<file path="config.mk">
export PLATFORM = sky130hd
export DESIGN_NAME = pixel_scan_ctrl_flat
export DESIGN_NICKNAME = d
export VERILOG_FILES = /design/src/rtl/pixel_scan_pkg.sv /design/src/rtl/pixel_scan_ctrl_if.sv /design/src/rtl/pixel_scan_ctrl_fifo.sv /design/src/rtl/pixel_scan_ctrl.sv /design/src/flat_wrapper.sv
export SDC_FILE = /design/constraint.sdc
export NUM_CORES = 1
export LEC_CHECK = 0
export CELL_PAD_IN_SITES_DETAIL_PLACEMENT = 0
export CELL_PAD_IN_SITES_GLOBAL_PLACEMENT = 1
export CORE_MARGIN = 2
export CORE_UTILIZATION = 30
export DETAILED_ROUTE_END_ITERATION = 12
export PLACE_DENSITY_LB_ADDON = 0.1
export SLEW_MARGIN = 0
export SYNTH_ARGS = -nofsm -noshare
export SYNTH_HDL_FRONTEND = slang
export SYNTH_HIERARCHICAL = 1
export SYNTH_SLANG_ARGS = --single-unit
</file>
<file path="constraint.sdc">
create_clock -name clk -period 3.5 [get_ports clk]
set_clock_uncertainty 0.15 [all_clocks]
set_input_delay 0.7 -clock clk [delete_from_list [all_inputs] [get_ports clk]]
set_output_delay 0.7 -clock clk [all_outputs]
set_load 0.03 [all_outputs]
</file>
<file path="src/rtl/pixel_scan_pkg.sv">
// Shared types and constants for the pixel scan controller.
package pixel_scan_pkg;

  typedef enum logic [1:0] {IDLE, SCAN, DRAIN} state_t;

  localparam int unsigned BANK_BITS = 16;
  localparam int unsigned ENC_BANK  = 0;
  localparam int unsigned DEC_BANK  = 4;

  typedef struct packed {
    logic [7:0] data;
    logic       sof;
    logic       eol;
    logic       eof;
  } pixel_tag_t;

endpackage

</file>
<file path="src/rtl/pixel_scan_ctrl_if.sv">
// Valid/ready pixel stream with frame/line tags, from scan controller to sink.
interface pixel_scan_ctrl_if;
  logic [7:0] out_data;
  logic       out_valid;
  logic       out_ready;
  logic       out_sof;
  logic       out_eol;
  logic       out_eof;

  modport master (output out_data, out_valid, out_sof, out_eol, out_eof, input out_ready);
  modport slave  (input out_data, out_valid, out_sof, out_eol, out_eof, output out_ready);
endinterface

</file>
<file path="src/rtl/pixel_scan_ctrl_fifo.sv">
// Synchronous FIFO of tagged pixels with occupancy count and async reset.
module pixel_fifo
  import pixel_scan_pkg::*;
#(
  parameter int unsigned DEPTH = 4,
  localparam int unsigned AW = (DEPTH > 1) ? $clog2(DEPTH) : 1,
  localparam int unsigned CW = $clog2(DEPTH + 1)
) (
  input  logic          clk,
  input  logic          rst,
  input  logic          wr_en,
  input  pixel_tag_t    wr_data,
  input  logic          rd_en,
  output pixel_tag_t    rd_data,
  output logic          empty,
  output logic [CW-1:0] count
);

  pixel_tag_t    mem [DEPTH];
  logic [AW-1:0] wr_ptr, rd_ptr;
  logic          do_rd;

  assign do_rd   = rd_en && !empty;
  assign rd_data = mem[rd_ptr];
  assign empty   = (count == '0);

  function automatic logic [AW-1:0] bump(input logic [AW-1:0] p);
    return (p == AW'(DEPTH - 1)) ? '0 : p + 1'b1;
  endfunction

  always_ff @(posedge clk) begin
    if (wr_en) mem[wr_ptr] <= wr_data;
  end

  always_ff @(posedge clk or posedge rst) begin
    if (rst) begin
      wr_ptr <= '0;
      rd_ptr <= '0;
      count  <= '0;
    end else begin
      if (wr_en) wr_ptr <= bump(wr_ptr);
      if (do_rd) rd_ptr <= bump(rd_ptr);
      unique case ({wr_en, do_rd})
        2'b10:   count <= count + 1'b1;
        2'b01:   count <= count - 1'b1;
        default: count <= count;
      endcase
    end
  end

  overflow: assert property (@(posedge clk) disable iff (rst)
    !(wr_en && !do_rd && count == CW'(DEPTH)));

endmodule

</file>
<file path="src/rtl/pixel_scan_ctrl.sv">
// Raster-order pixel reader: issues memory addresses, absorbs read latency
// in a small FIFO and streams tagged pixels to a valid/ready sink.
module pixel_scan_ctrl
  import pixel_scan_pkg::*;
#(
  parameter int unsigned IMG_W      = 512,
  parameter int unsigned IMG_H      = 512,
  parameter int unsigned RD_LAT     = 1,
  parameter int unsigned FIFO_DEPTH = 4
) (
  input  logic              clk,
  input  logic              reset,
  input  logic              start,
  input  logic              img_sel,
  output logic [31:0]       pixel_address,
  input  logic [7:0]        pixel,
  pixel_scan_ctrl_if.master stream,
  output logic              busy,
  output logic              done
);

  localparam int unsigned NPIX = IMG_W * IMG_H;
  localparam int unsigned CW   = (IMG_W > 1) ? $clog2(IMG_W) : 1;
  localparam int unsigned RW   = (IMG_H > 1) ? $clog2(IMG_H) : 1;
  localparam int unsigned FCW  = $clog2(FIFO_DEPTH + 1);

  state_t              state, state_d;
  logic                sel_q;
  logic [17:0]         idx;
  logic [CW-1:0]       col;
  logic [RW-1:0]       row;
  logic [RD_LAT-1:0]   vld;
  logic [3*RD_LAT-1:0] tag_sr;
  logic [2:0]          issue_tag;
  logic [FCW-1:0]      fifo_count;
  logic                fifo_empty, issue, last, pop;
  int unsigned         inflight;
  pixel_tag_t          head, wr_tag;

  assign last      = (idx == 18'(NPIX - 1));
  assign pop       = !fifo_empty && stream.out_ready;
  assign inflight  = $countones(vld);
  // Credit check counts reads still in the memory pipe so the FIFO cannot overflow.
  assign issue     = (state == SCAN) &&
                     ((32'(fifo_count) + inflight) < (FIFO_DEPTH + 32'(pop)));
  assign issue_tag = {idx == '0, col == CW'(IMG_W - 1),
                      (col == CW'(IMG_W - 1)) && (row == RW'(IMG_H - 1))};

  assign pixel_address = ((sel_q ? DEC_BANK : ENC_BANK) << BANK_BITS) | 32'(idx);
  assign busy          = (state != IDLE);
  assign done          = (state == DRAIN) && pop && head.eof;

  always_comb begin
    state_d = state;
    unique case (state)
      IDLE:    if (start) state_d = SCAN;
      SCAN:    if (issue && last) state_d = DRAIN;
      DRAIN:   if (done) state_d = IDLE;
      default: state_d = IDLE;
    endcase
  end

  always_ff @(posedge clk or posedge reset) begin
    if (reset) state <= IDLE;
    else       state <= state_d;
  end

  // idx holds on the last issue so the address stays put through DRAIN.
  always_ff @(posedge clk or posedge reset) begin
    if (reset) begin
      sel_q <= 1'b0;
      idx   <= '0;
      col   <= '0;
      row   <= '0;
    end else if (state == IDLE && start) begin
      sel_q <= img_sel;
      idx   <= '0;
      col   <= '0;
      row   <= '0;
    end else if (issue && !last) begin
      idx <= idx + 1'b1;
      if (col == CW'(IMG_W - 1)) begin
        col <= '0;
        row <= row + 1'b1;
      end else begin
        col <= col + 1'b1;
      end
    end
  end

  always_ff @(posedge clk or posedge reset) begin
    if (reset) begin
      vld    <= '0;
      tag_sr <= '0;
    end else begin
      vld    <= RD_LAT'({vld, issue});
      tag_sr <= (3 * RD_LAT)'({tag_sr, issue_tag});
    end
  end

  assign wr_tag = '{data: pixel,
                    sof:  tag_sr[3*RD_LAT-1],
                    eol:  tag_sr[3*RD_LAT-2],
                    eof:  tag_sr[3*RD_LAT-3]};

  pixel_fifo #(.DEPTH(FIFO_DEPTH)) u_fifo (
    .clk     (clk),
    .rst     (reset),
    .wr_en   (vld[RD_LAT-1]),
    .wr_data (wr_tag),
    .rd_en   (stream.out_ready),
    .rd_data (head),
    .empty   (fifo_empty),
    .count   (fifo_count)
  );

  assign stream.out_valid = !fifo_empty;
  assign stream.out_data  = fifo_empty ? '0 : head.data;
  assign stream.out_sof   = !fifo_empty && head.sof;
  assign stream.out_eol   = !fifo_empty && head.eol;
  assign stream.out_eof   = !fifo_empty && head.eof;

endmodule
</file>
<file path="src/flat_wrapper.sv">
// flat-port wrapper written by rule: the top's interface ports become plain ports
module pixel_scan_ctrl_flat import pixel_scan_pkg::*;
#(
  parameter int unsigned IMG_W      = 512,
  parameter int unsigned IMG_H      = 512,
  parameter int unsigned RD_LAT     = 1,
  parameter int unsigned FIFO_DEPTH = 4
)
  (clk, reset, start, img_sel, pixel_address, pixel, busy, done, stream_out_data, stream_out_valid, stream_out_sof, stream_out_eol, stream_out_eof, stream_out_ready);
  pixel_scan_ctrl_if stream_i ();
  input  logic clk;
  input  logic reset;
  input  logic start;
  input  logic img_sel;
  output logic [31:0] pixel_address;
  input  logic [7:0] pixel;
  output logic busy;
  output logic done;
  output wire logic [$bits(stream_i.out_data)-1:0] stream_out_data;
  output wire logic [$bits(stream_i.out_valid)-1:0] stream_out_valid;
  output wire logic [$bits(stream_i.out_sof)-1:0] stream_out_sof;
  output wire logic [$bits(stream_i.out_eol)-1:0] stream_out_eol;
  output wire logic [$bits(stream_i.out_eof)-1:0] stream_out_eof;
  input wire logic [$bits(stream_i.out_ready)-1:0] stream_out_ready;
  assign stream_out_data = stream_i.out_data;
  assign stream_out_valid = stream_i.out_valid;
  assign stream_out_sof = stream_i.out_sof;
  assign stream_out_eol = stream_i.out_eol;
  assign stream_out_eof = stream_i.out_eof;
  assign stream_i.out_ready = stream_out_ready;
  pixel_scan_ctrl #(.IMG_W(IMG_W), .IMG_H(IMG_H), .RD_LAT(RD_LAT), .FIFO_DEPTH(FIFO_DEPTH)) u_core (.clk(clk), .reset(reset), .start(start), .img_sel(img_sel), .pixel_address(pixel_address), .pixel(pixel), .stream(stream_i), .busy(busy), .done(done));
endmodule
</file>
# Word-level counts from Yosys, hierarchy flattened
# Memory sizes are Yosys's and may differ from the RTL's.
# Cells that the tools add are included.
[totals] memories=1 register_bits=50 mem_bits_rw=44
[classes] reduce_logical=22 magnitude_cmp=1 n_mux=19 n_eq_ne=12 n_addsub=9 bitwise_logic=1
[mem_list] name="u_core.u_fifo.mem" words=4 word_bits=11 read_ports=1 rd_ports_with_merged_regs=0 wr=1 line_no="pixel_scan_ctrl_fifo.sv:19" source="pixel_tag_t mem [DEPTH];"
[ops] operator="2-to-1 mux 9 bit" n=6
[ops] operator="2-to-1 mux 18 bit" n=2
[ops] operator="< comparator 32 bit" n=1
[ops] operator="OR 32 x 18 -> 32 bit" n=1
[ops] operator="adder 18 x 1 -> 18 bit (second input constant)" n=1
[ops] operator="adder 9 x 1 -> 9 bit (second input constant)" n=2
[ops] operator="equality test 18 bit (second input constant)" n=1
[ops] operator="equality test 9 bit (second input constant)" n=2
[ops] operator="zero test 18 bit" n=1
[ops] operator="logical AND 1 bit" n=11
[ops] operator="2-to-1 mux 2 bit" n=5
[ops] operator="equality test 2 bit (second input constant)" n=4
[ops] operator="2-to-1 mux 8 bit" n=1
[ops] operator="nonzero test 2 bit" n=4
[ops] operator="inequality test 2 bit (second input constant)" n=3
[ops] operator="one-hot mux 2 bit (3 select lines)" n=1
[ops] operator="one-hot mux 3 bit (2 select lines)" n=1
[ops] operator="adder 2 x 1 -> 2 bit (second input constant)" n=2
[ops] operator="adder 3 x 1 -> 4 bit" n=1
[ops] operator="adder 3 x 1 -> 4 bit (first input constant)" n=1
[ops] operator="equality test 2 x 1 -> 1 bit (second input constant)" n=2
[ops] operator="adder 3 x 1 -> 3 bit (second input constant)" n=1
[ops] operator="zero test 3 bit" n=1
[ops] operator="2-to-1 mux 3 bit" n=1
[ops] operator="other kinds (6)" n=8

# Depth between registers and ports, before layout
# Gate-level depths: netlist of the first run.
[logic_depth] word_depth=9 mapped_depth=9 ltp_nobuf=9

# Modules after synthesis
# Netlist of the first run, hierarchy kept.
[by_module_without_submodules] mod="pixel_scan_ctrl" n_inst=1 seq_area_each_um2=1076.0 cells_per_inst=265 area_each_um2=2509.9
[by_module_without_submodules] mod="pixel_fifo" n_inst=1 seq_area_each_um2=1496.4 cells_per_inst=97 area_each_um2=2024.4

# Worst setup path before layout of the first run
# OpenSTA, ideal clock, no wires.
[synth_path] path_kind="register to output" startpoint="reg u_core.u_fifo.rd_ptr[0]" endpoint="out done" slack_ns=0.502 stages_incl_launch_ff=5 required_ns=2.650 arrival_time_ns=2.148 path_buffers=0 path_cell_list="dfrtp_1 > mux4_1 > nor2b_1 > nand2_1 > nor3b_1"
[synth_lines] element="from (decl)" line_no="pixel_scan_ctrl_fifo.sv:20" source="logic [AW-1:0] wr_ptr, rd_ptr;"
[synth_lines] element="from (signal assigned)" line_no="pixel_scan_ctrl_fifo.sv:42" source="if (do_rd) rd_ptr <= bump(rd_ptr);"
[synth_lines] element="to (decl)" line_no="flat_wrapper.sv:18" source="output logic done;"

==> impl_metrics.sql, run 1 <==
INSERT INTO impl_metrics (metric_group, metric, value, unit) VALUES
('global_route', 'grt_util_met1', '17.02', '%'),
('clock_network', 'post_cts_hold_buffer_count', '0', ''),
('die', 'initial_core_utilization', '30.96', '%'),
('clock_network', 'h-tree-depth', '3', ''),
('drt', 'drt-initial-drc-count', '150', ''),
('global_route', 'first_global_vias', '3145', ''),
('timing', 'max_freq', '311.8', 'MHz'),
('placed_design', 'count_of_input_and_output_buffers', '45', ''),
('clock_network', 'worst_setup_hold_path_clk_slew', '70', 'ps'),
('worst_setup_path', 'crit_path_max_fanout', '2', ''),
('placed_design', 'detailedPlacementHpwl', '7.173', 'mm'),
('placed_design', 'placement.cell_area', '0.005172', 'mm2'),
('die', 'die_x', '126.9', 'um'),
('yosys', 'postSynth.topFlopCell', 'dfrtp_1', ''),
('timing', 'max_slew_margin', '23.15', '%'),
('yosys', 'syn_area_per_cell', '12.53', 'um2'),
('placed_design', 'place.gp.congestion', '0.7014', ''),
('yosys', 'ys_async_sr_fraction', '53.19', '%'),
('yosys', 'seq_area_frac_synth', '56.73', '%'),
('layout', 'layout.cells.most_common_list', '50 x dfrtp_1, 45 x clkdlybuf4s50_1, 44 x edfxtp_1', ''),
('clock_network', 'ctsRootBufferMaster', 'clkbuf_16', ''),
('power_and_ir_drop', 'vdd_ir_drop_max', '0.2564', 'mV'),
('hold_path', 'holdPathStages', '2', ''),
('clock_network', 'clkLatencyLatePin', '340', 'ps'),
('yosys', 'postSynthCellCount', '362', ''),
('worst_setup_path', 'crit_type', 'reg -> out', ''),
('yosys', 'synthDistinctLibCells', '53', ''),
('placed_design', 'place.detailed.instances', '589', ''),
('worst_setup_path', 'critPathLaunchType', 'flip-flop', ''),
('yosys', 'synth_largest_area_cell', 'edfxtp_1', ''),
('clock_network', 'tritoncts', 'done', ''),
('timing', 'period_needed', '3207', 'ps'),
('global_route', 'grt_remaining_overflow', '0', ''),
('global_route', 'initial_antenna_violation_count', '0', ''),
('worst_setup_path', 'worstRegToRegCells', '7', ''),
('drt', 'postRouteAntennaNets', '0', ''),
('power_and_ir_drop', 'power', '0.004394', 'W'),
('power_and_ir_drop', 'power_density', '799.4', 'mW/mm2'),
('layout', 'layout-area-overhead-vs-synth', '21.22', '%'),
('worst_setup_path', 'setup.worst_path.end_class', 'output port', ''),
('timing', 'hold_violations', '0', ''),
('clock_network', 'cts_max_path_buffers', '2', ''),
('worst_setup_path', 'endpoint_of_the_lowest_slack_register_to_register_path', 'u_core/row[6]', ''),
('clock_network', 'post_cts.resized_instances', '0', ''),
('global_route', 'use_met3', '3.796', '%'),
('timing', 'drv_slew', '0', ''),
('clock_network', 'tritoncts_num_sinks', '94', ''),
('global_route', 'globalRoute.busiestLayer', 'met2', ''),
('global_route', 'largest_net_degree_at_the_start_of_global_routing', '29', ''),
('drt', 'route.detailed.drc', '0', ''),
('hold_path', 'worst_hold_startpoint', 'u_core/sel_q', ''),
('layout', 'antenna_cells', '0', ''),
('timing', 'timing.final.setup_violations', '0', ''),
('die', 'io_pins', '59', ''),
('global_route', 'gr-usage-all-layers', '13.62', '%'),
('layout', 'final_cell_area', '0.005497', 'mm2'),
('layout', 'drive_above_1_share', '10.93', '%'),
('global_route', 'globalRouteMet2Util', '23.43', '%'),
('timing', 'grt_setup_unrepaired', 'false', ''),
('timing', 'final.setup.tns', '0', 'ps'),
('die', 'coreArea', '0.01464', 'mm2'),
('yosys', 'post_synth_design_cell_area', '0.004534', 'mm2'),
('worst_setup_path', 'r2r_setup_slack', '610', 'ps'),
('clock_network', 'numCtsBuffers', '9', ''),
('timing', 'finalHoldWorstSlack', '329.1', 'ps'),
('die', 'die_area', '0.01611', 'mm2'),
('hold_path', 'min-delay-path-class', 'reg -> reg', ''),
('yosys', 'synth.area.top_cells', 'edfxtp_1 29%, dfrtp_1 28%, mux4_2 4.0%, ha_1 3.9%, buf_4 2.6%', ''),
('run_status', 'status', 'completed', ''),
('yosys', 'ys.warnings.count', '6', ''),
('layout', 'final_cells', '605', '');
## state kept, by name, summed over array words and instances (netlist names)
| name | count |
|---|---|
| u_core/u_fifo/wr_ptr | 2 |
| u_core/idx | 18 |
| u_core/u_fifo/mem | 44 |
| u_core/col | 9 |
| u_core/u_fifo/rd_ptr | 2 |
| u_core/u_fifo/count | 3 |
| u_core/state | 2 |
| u_core/tag_sr | 3 |
| u_core/sel_q | 1 |
| u_core/vld | 1 |
| u_core/row | 9 |
## cells by family (layout without fill, tap and decap cells)
logic type | Yosys count | after routing | synth area share [%]
adders and majority gates | 15 | 15 | 4.305
muxes | 18 | 18 | 7.312
xor gates and xnor gates | 11 | 11 | 2.125
buffers and inverters | 41 | 88 | 5.077
other | 1 | 13 | 0.08270
and+or+nand+nor | 129 | 129 | 16.00
AOI/OAI and AO/OA | 53 | 53 | 8.361
DFF | 94 | 94 | 56.73
## how the worst max path moves through the flow
stage / startpoint / end / slack, ps
after floorplan: u_core/u_fifo/rd_ptr[0] / done / 500
after global placement: stream_out_ready / done / 460
after detailed placement: stream_out_ready / done / 410
after CTS: u_core/u_fifo/rd_ptr[0] / done / 270
after global routing: u_core/u_fifo/rd_ptr[0] / done / 110
final: u_core/u_fifo/rd_ptr[0] / done / 290
## power by group
group          total, W  switching, W  internal [W]
clock network   0.00106      0.000424      0.000633
logic           0.00174       0.00102      0.000723
registers       0.00160      0.000175       0.00142
total           0.00439       0.00161       0.00278
## critical path, cell delays in order, from the launching register on
cell and delay (ps):
dfrtp_1 390, mux4_1 360, nor2b_1 220, nand2_1 110, nor3b_1 220, clkdlybuf4s50_1 710
## metal layers
layer	vias to the layer above	part of all wire, %
li1	1433	-
met5	-	0
met2	48	50
met4	0	1.0
met1	1481	46
met3	8	2.9
## synth_stat cells, types with 3 or more instances
cell,instances
mux4_1,3
and3_1,7
nor2b_1,15
o211ai_1,6
nand3_1,16
and4_1,3
o31ai_1,6
nand2_1,28
dfrtp_1,50
nor4_1,7
clkbuf_1,6
ha_1,14
a2111oi_0,3
mux4_2,8
and2_1,8
nor2_1,18
a32o_1,4
edfxtp_1,44
buf_4,16
mux2i_1,5
o21ai_0,14
inv_1,16
or4_1,4
xnor2_1,9
a21oi_1,6
nand4_1,7
## final cells by class
class	instances	area [um2]
multi-input combinational	239	1777
sequential	94	2572
timing repair buffer	56	533.0
inverter	16	60.06
clock buffer	10	229.0
fill	1445	9148
clock inverter	6	95.09
tap	184	230.2
## metrics by stage
step / utilization (%) / worst slack (ps)
after floorplan: - / 501.8
after global placement: 35.32 / 461.5
after detailed placement: 35.32 / 407.6
after CTS: 37.53 / 269.5
after global routing: 37.53 / 112.7
final: 37.53 / 292.9
Note: power is estimated with default switching activity, not from simulation.
==> inputs of run 2 (changes only) <==
Settings changed: PLACE_DENSITY set to 0.69, PLACE_DENSITY_LB_ADDON 0.1 to unset.
==> impl_metrics.sql, run 2 (synthesized netlist as in run 1, its figures left out) <==
INSERT INTO impl_metrics (metric_group, metric, value, unit) VALUES
('layout', 'drive_above_1_share', '10.55', '%'),
('layout', 'layout_commonest_cell', 'dfrtp_1', ''),
('worst_setup_path', 'crit_chain', 'mux4_1 -> nor2b_1 -> nand2_1 -> nor3b_1 -> clkdlybuf4s50_1', ''),
('power_and_ir_drop', 'seqPwrFrac', '38.2', '%'),
('layout', 'final_cells', '601', ''),
('timing', 'fin_crit_sh', '93.57', '%'),
('flow_run', 'max_cap_violations', '0', ''),
('clock_network', 'h-tree-depth', '3', ''),
('worst_setup_path', 'crit_path_top_delay_cell', 'clkdlybuf4s50_1', ''),
('worst_setup_path', 'crit_type', 'reg -> out', ''),
('clock_network', 'post_cts.resized_instances', '0', ''),
('worst_setup_path', 'worstRegToRegCells', '7', ''),
('worst_setup_path', 'setup.worst_path.end_class', 'output port', ''),
('placed_design', 'count_of_input_and_output_buffers', '45', ''),
('drt', 'wirelength', '9.563', 'mm'),
('power_and_ir_drop', 'power.share.combinational', '39.6', '%'),
('power_and_ir_drop', 'vdd_ir_drop_max', '0.3845', 'mV'),
('power_and_ir_drop', 'clockPowerShare', '22.2', '%'),
('layout', 'largest_regs', 'u_core/u_fifo/mem x44, u_core/idx x18', ''),
('layout', 'layout.cells.most_common_list', '49 x dfrtp_1, 45 x clkdlybuf4s50_1, 44 x edfxtp_1', ''),
('worst_setup_path', 'r2r_setup_slack', '540', 'ps'),
('die', 'fp-row-count', '44', ''),
('clock_network', 'worst_setup_hold_path_clk_slew', '70', 'ps'),
('global_route', 'largest_net_degree_at_the_start_of_global_routing', '27', ''),
('drt', 'route.detailed.wl_per_inst', '15.91', 'um'),
('global_route', 'first_global_vias', '2941', ''),
('timing', 'period_needed', '3275', 'ps'),
('run_status', 'status', 'completed', ''),
('timing', 'hold_violations', '0', ''),
('worst_setup_path', 'worst-endpoint-arrival', '2420', 'ps'),
('worst_setup_path', 'slowest_delay', '710', 'ps'),
('hold_path', 'min-delay-path-class', 'reg -> reg', ''),
('worst_setup_path', 'critPathRequiredTime', '2650', 'ps'),
('die', 'die_x', '126.9', 'um'),
('drt', 'route.detailed.drc', '0', ''),
('power_and_ir_drop', 'sw_frac_of_total', '37.90', '%'),
('layout', 'layout.area.seq', '0.002574', 'mm2'),
('global_route', 'globalRouteMet2Util', '19.42', '%'),
('clock_network', 'post_cts_hold_buffer_count', '0', ''),
('power_and_ir_drop', 'p_switching', '0.001604', 'W'),
('die', 'initial_core_utilization', '30.96', '%'),
('layout', 'regMostFlops', 'u_core/u_fifo/mem', ''),
('die', 'die_area', '0.01611', 'mm2'),
('timing', 'drv_slew', '0', ''),
('global_route', 'grt_remaining_overflow', '0', ''),
('power_and_ir_drop', 'power.static_leakage', '2.142', 'nW'),
('drt', 'postRouteAntennaNets', '0', ''),
('worst_setup_path', 'critPathLaunchType', 'flip-flop', ''),
('drt', 'drt-initial-drc-count', '211', ''),
('timing', 'finalWorstSetupSlack', '225.2', 'ps'),
('global_route', 'globalRoute.busiestLayer', 'met2', ''),
('placed_design', 'place.gp.congestion', '0.7638', ''),
('power_and_ir_drop', 'power_density', '778.6', 'mW/mm2'),
('layout', 'num-fill-cells', '1417', ''),
('clock_network', 'clkLatencyLatePin', '340', 'ps'),
('drt', 'firstDrtPassIters', '4', ''),
('clock_network', 'ctsRootBufferMaster', 'clkbuf_16', ''),
('global_route', 'initial_antenna_violation_count', '0', ''),
('worst_setup_path', 'endpoint_of_the_lowest_slack_register_to_register_path', 'u_core/row[6]', ''),
('worst_setup_path', 'timing.rr.start', 'u_core/vld', ''),
('clock_network', 'numCtsBuffers', '9', ''),
('layout', 'final_nets', '440', ''),
('placed_design', 'placement.cell_area', '0.005142', 'mm2'),
('layout', 'fin_util', '37.12', '%'),
('global_route', 'grt_util_met1', '16.05', '%'),
('global_route', 'gr-usage-all-layers', '12.20', '%'),
('die', 'coreArea', '0.01464', 'mm2'),
('placed_design', 'place.detailed.instances', '585', ''),
('timing', 'tightestPinTransition', '930.9', 'ps'),
('clock_network', 'post-cts-setup-buffers', '0', ''),
('die', 'io_pins', '59', ''),
('clock_network', 'tritoncts', 'done', ''),
('worst_setup_path', 'setup.worst_path.start', 'u_core/u_fifo/rd_ptr[0]', ''),
('timing', 'timing.final.setup_violations', '0', ''),
('placed_design', 'detailedPlacementHpwl', '6.602', 'mm'),
('layout', 'antenna_cells', '0', ''),
('layout', 'final_cell_area', '0.005435', 'mm2'),
('layout', 'layout-area-overhead-vs-synth', '19.87', '%'),
('layout', 'area_occupied_by_multi_input_gates', '0.001777', 'mm2'),
('drt', 'total_via_count_in_the_routed_design', '3025', ''),
('power_and_ir_drop', 'internal_power_of_the_cells', '0.002628', 'W'),
('clock_network', 'tritoncts_num_sinks', '94', ''),
('global_route', 'use_met3', '3.796', '%'),
('placed_design', 'pre_cts_ws', '420.5', 'ps'),
('die', 'die_height', '126.9', 'um'),
('worst_setup_path', 'crit_path_max_fanout', '10', ''),
('drt', 'routed_via_density', '5.033', ''),
('timing', 'max_freq', '305.4', 'MHz'),
('timing', 'max_slew_margin', '37.79', '%'),
('timing', 'grt_setup_unrepaired', 'false', ''),
('timing', 'final.setup.tns', '0', 'ps'),
('worst_setup_path', 'worst_setup_path_endpoint', 'done', ''),
('layout', 'largest_register_ff_count', '44', ''),
('clock_network', 'cts_max_path_buffers', '2', ''),
('global_route', 'grt_first_pass_wirelength', '15.37', 'mm');
[run 2: layer usage]
metal | part of all wire, % | wire length [um]
met4 | 1.0 | 99
met3 | 4.4 | 424
met2 | 48 | 4548
met5 | 0 | 0
met1 | 47 | 4490
[run 2: layout make-up]
| cell class | instances | share of cell area, % |
|---|---|---|
| clock buffer | 9 | 4.144 |
| tap | 184 | 4.236 |
| clock inverter | 7 | 1.220 |
| sequential | 94 | 47.35 |
| multi-input combinational | 239 | 32.69 |
| inverter | 16 | 1.105 |
| timing repair buffer | 52 | 9.254 |
[run 2: worst min-delay path by stage]
stage                           from                       to  slack [ps]  cells past startpoint
global placement    u_core/tag_sr[0]  u_core/u_fifo/mem[1][0]         310                      0
global route        u_core/tag_sr[0]  u_core/u_fifo/mem[3][0]         380                      0
detailed placement      u_core/sel_q             u_core/sel_q         330                      2
finish                  u_core/sel_q             u_core/sel_q         340                      2
floorplan              u_core/col[7]            u_core/col[7]         300                      1
CTS                    u_core/col[7]            u_core/col[7]         350                      1
[run 2: critical path: cells and delay by family (launching register included)]
family / cells / cell delay (ps)
AND/OR/NAND/NOR: 3 / 490
buffers and inverters: 1 / 710
flip-flops: 1 / 510
multiplexers: 1 / 350
[run 2: stage by stage]
stage | power (W) | hold slack, ps
final | 0.004232 | 340.1
after global routing | 0.004494 | 376.4
after CTS | 0.004294 | 347.7
after detailed placement | 0.003338 | 332.2
after global placement | 0.003297 | 311.4
after floorplan | 0.002780 | 295.7
[run 2: power groups by stage]
stage	Clock [W]	Combinational, W	Sequential (W)
6_report	0.000937	0.00168	0.00162
3_3_place_gp	0	0.00166	0.00163
4_1_cts	0.000973	0.00170	0.00162
3_5_place_dp	0	0.00169	0.00164
2_1_floorplan	0	0.00116	0.00162
5_1_grt	0.00101	0.00183	0.00165
==> inputs of run 3 (changes only) <==
Settings changed: ABC_CLOCK_PERIOD_IN_PS set to 3500.
==> results of run 3 <==
The final DEF is identical to that of run 2; final timing and power are the same.
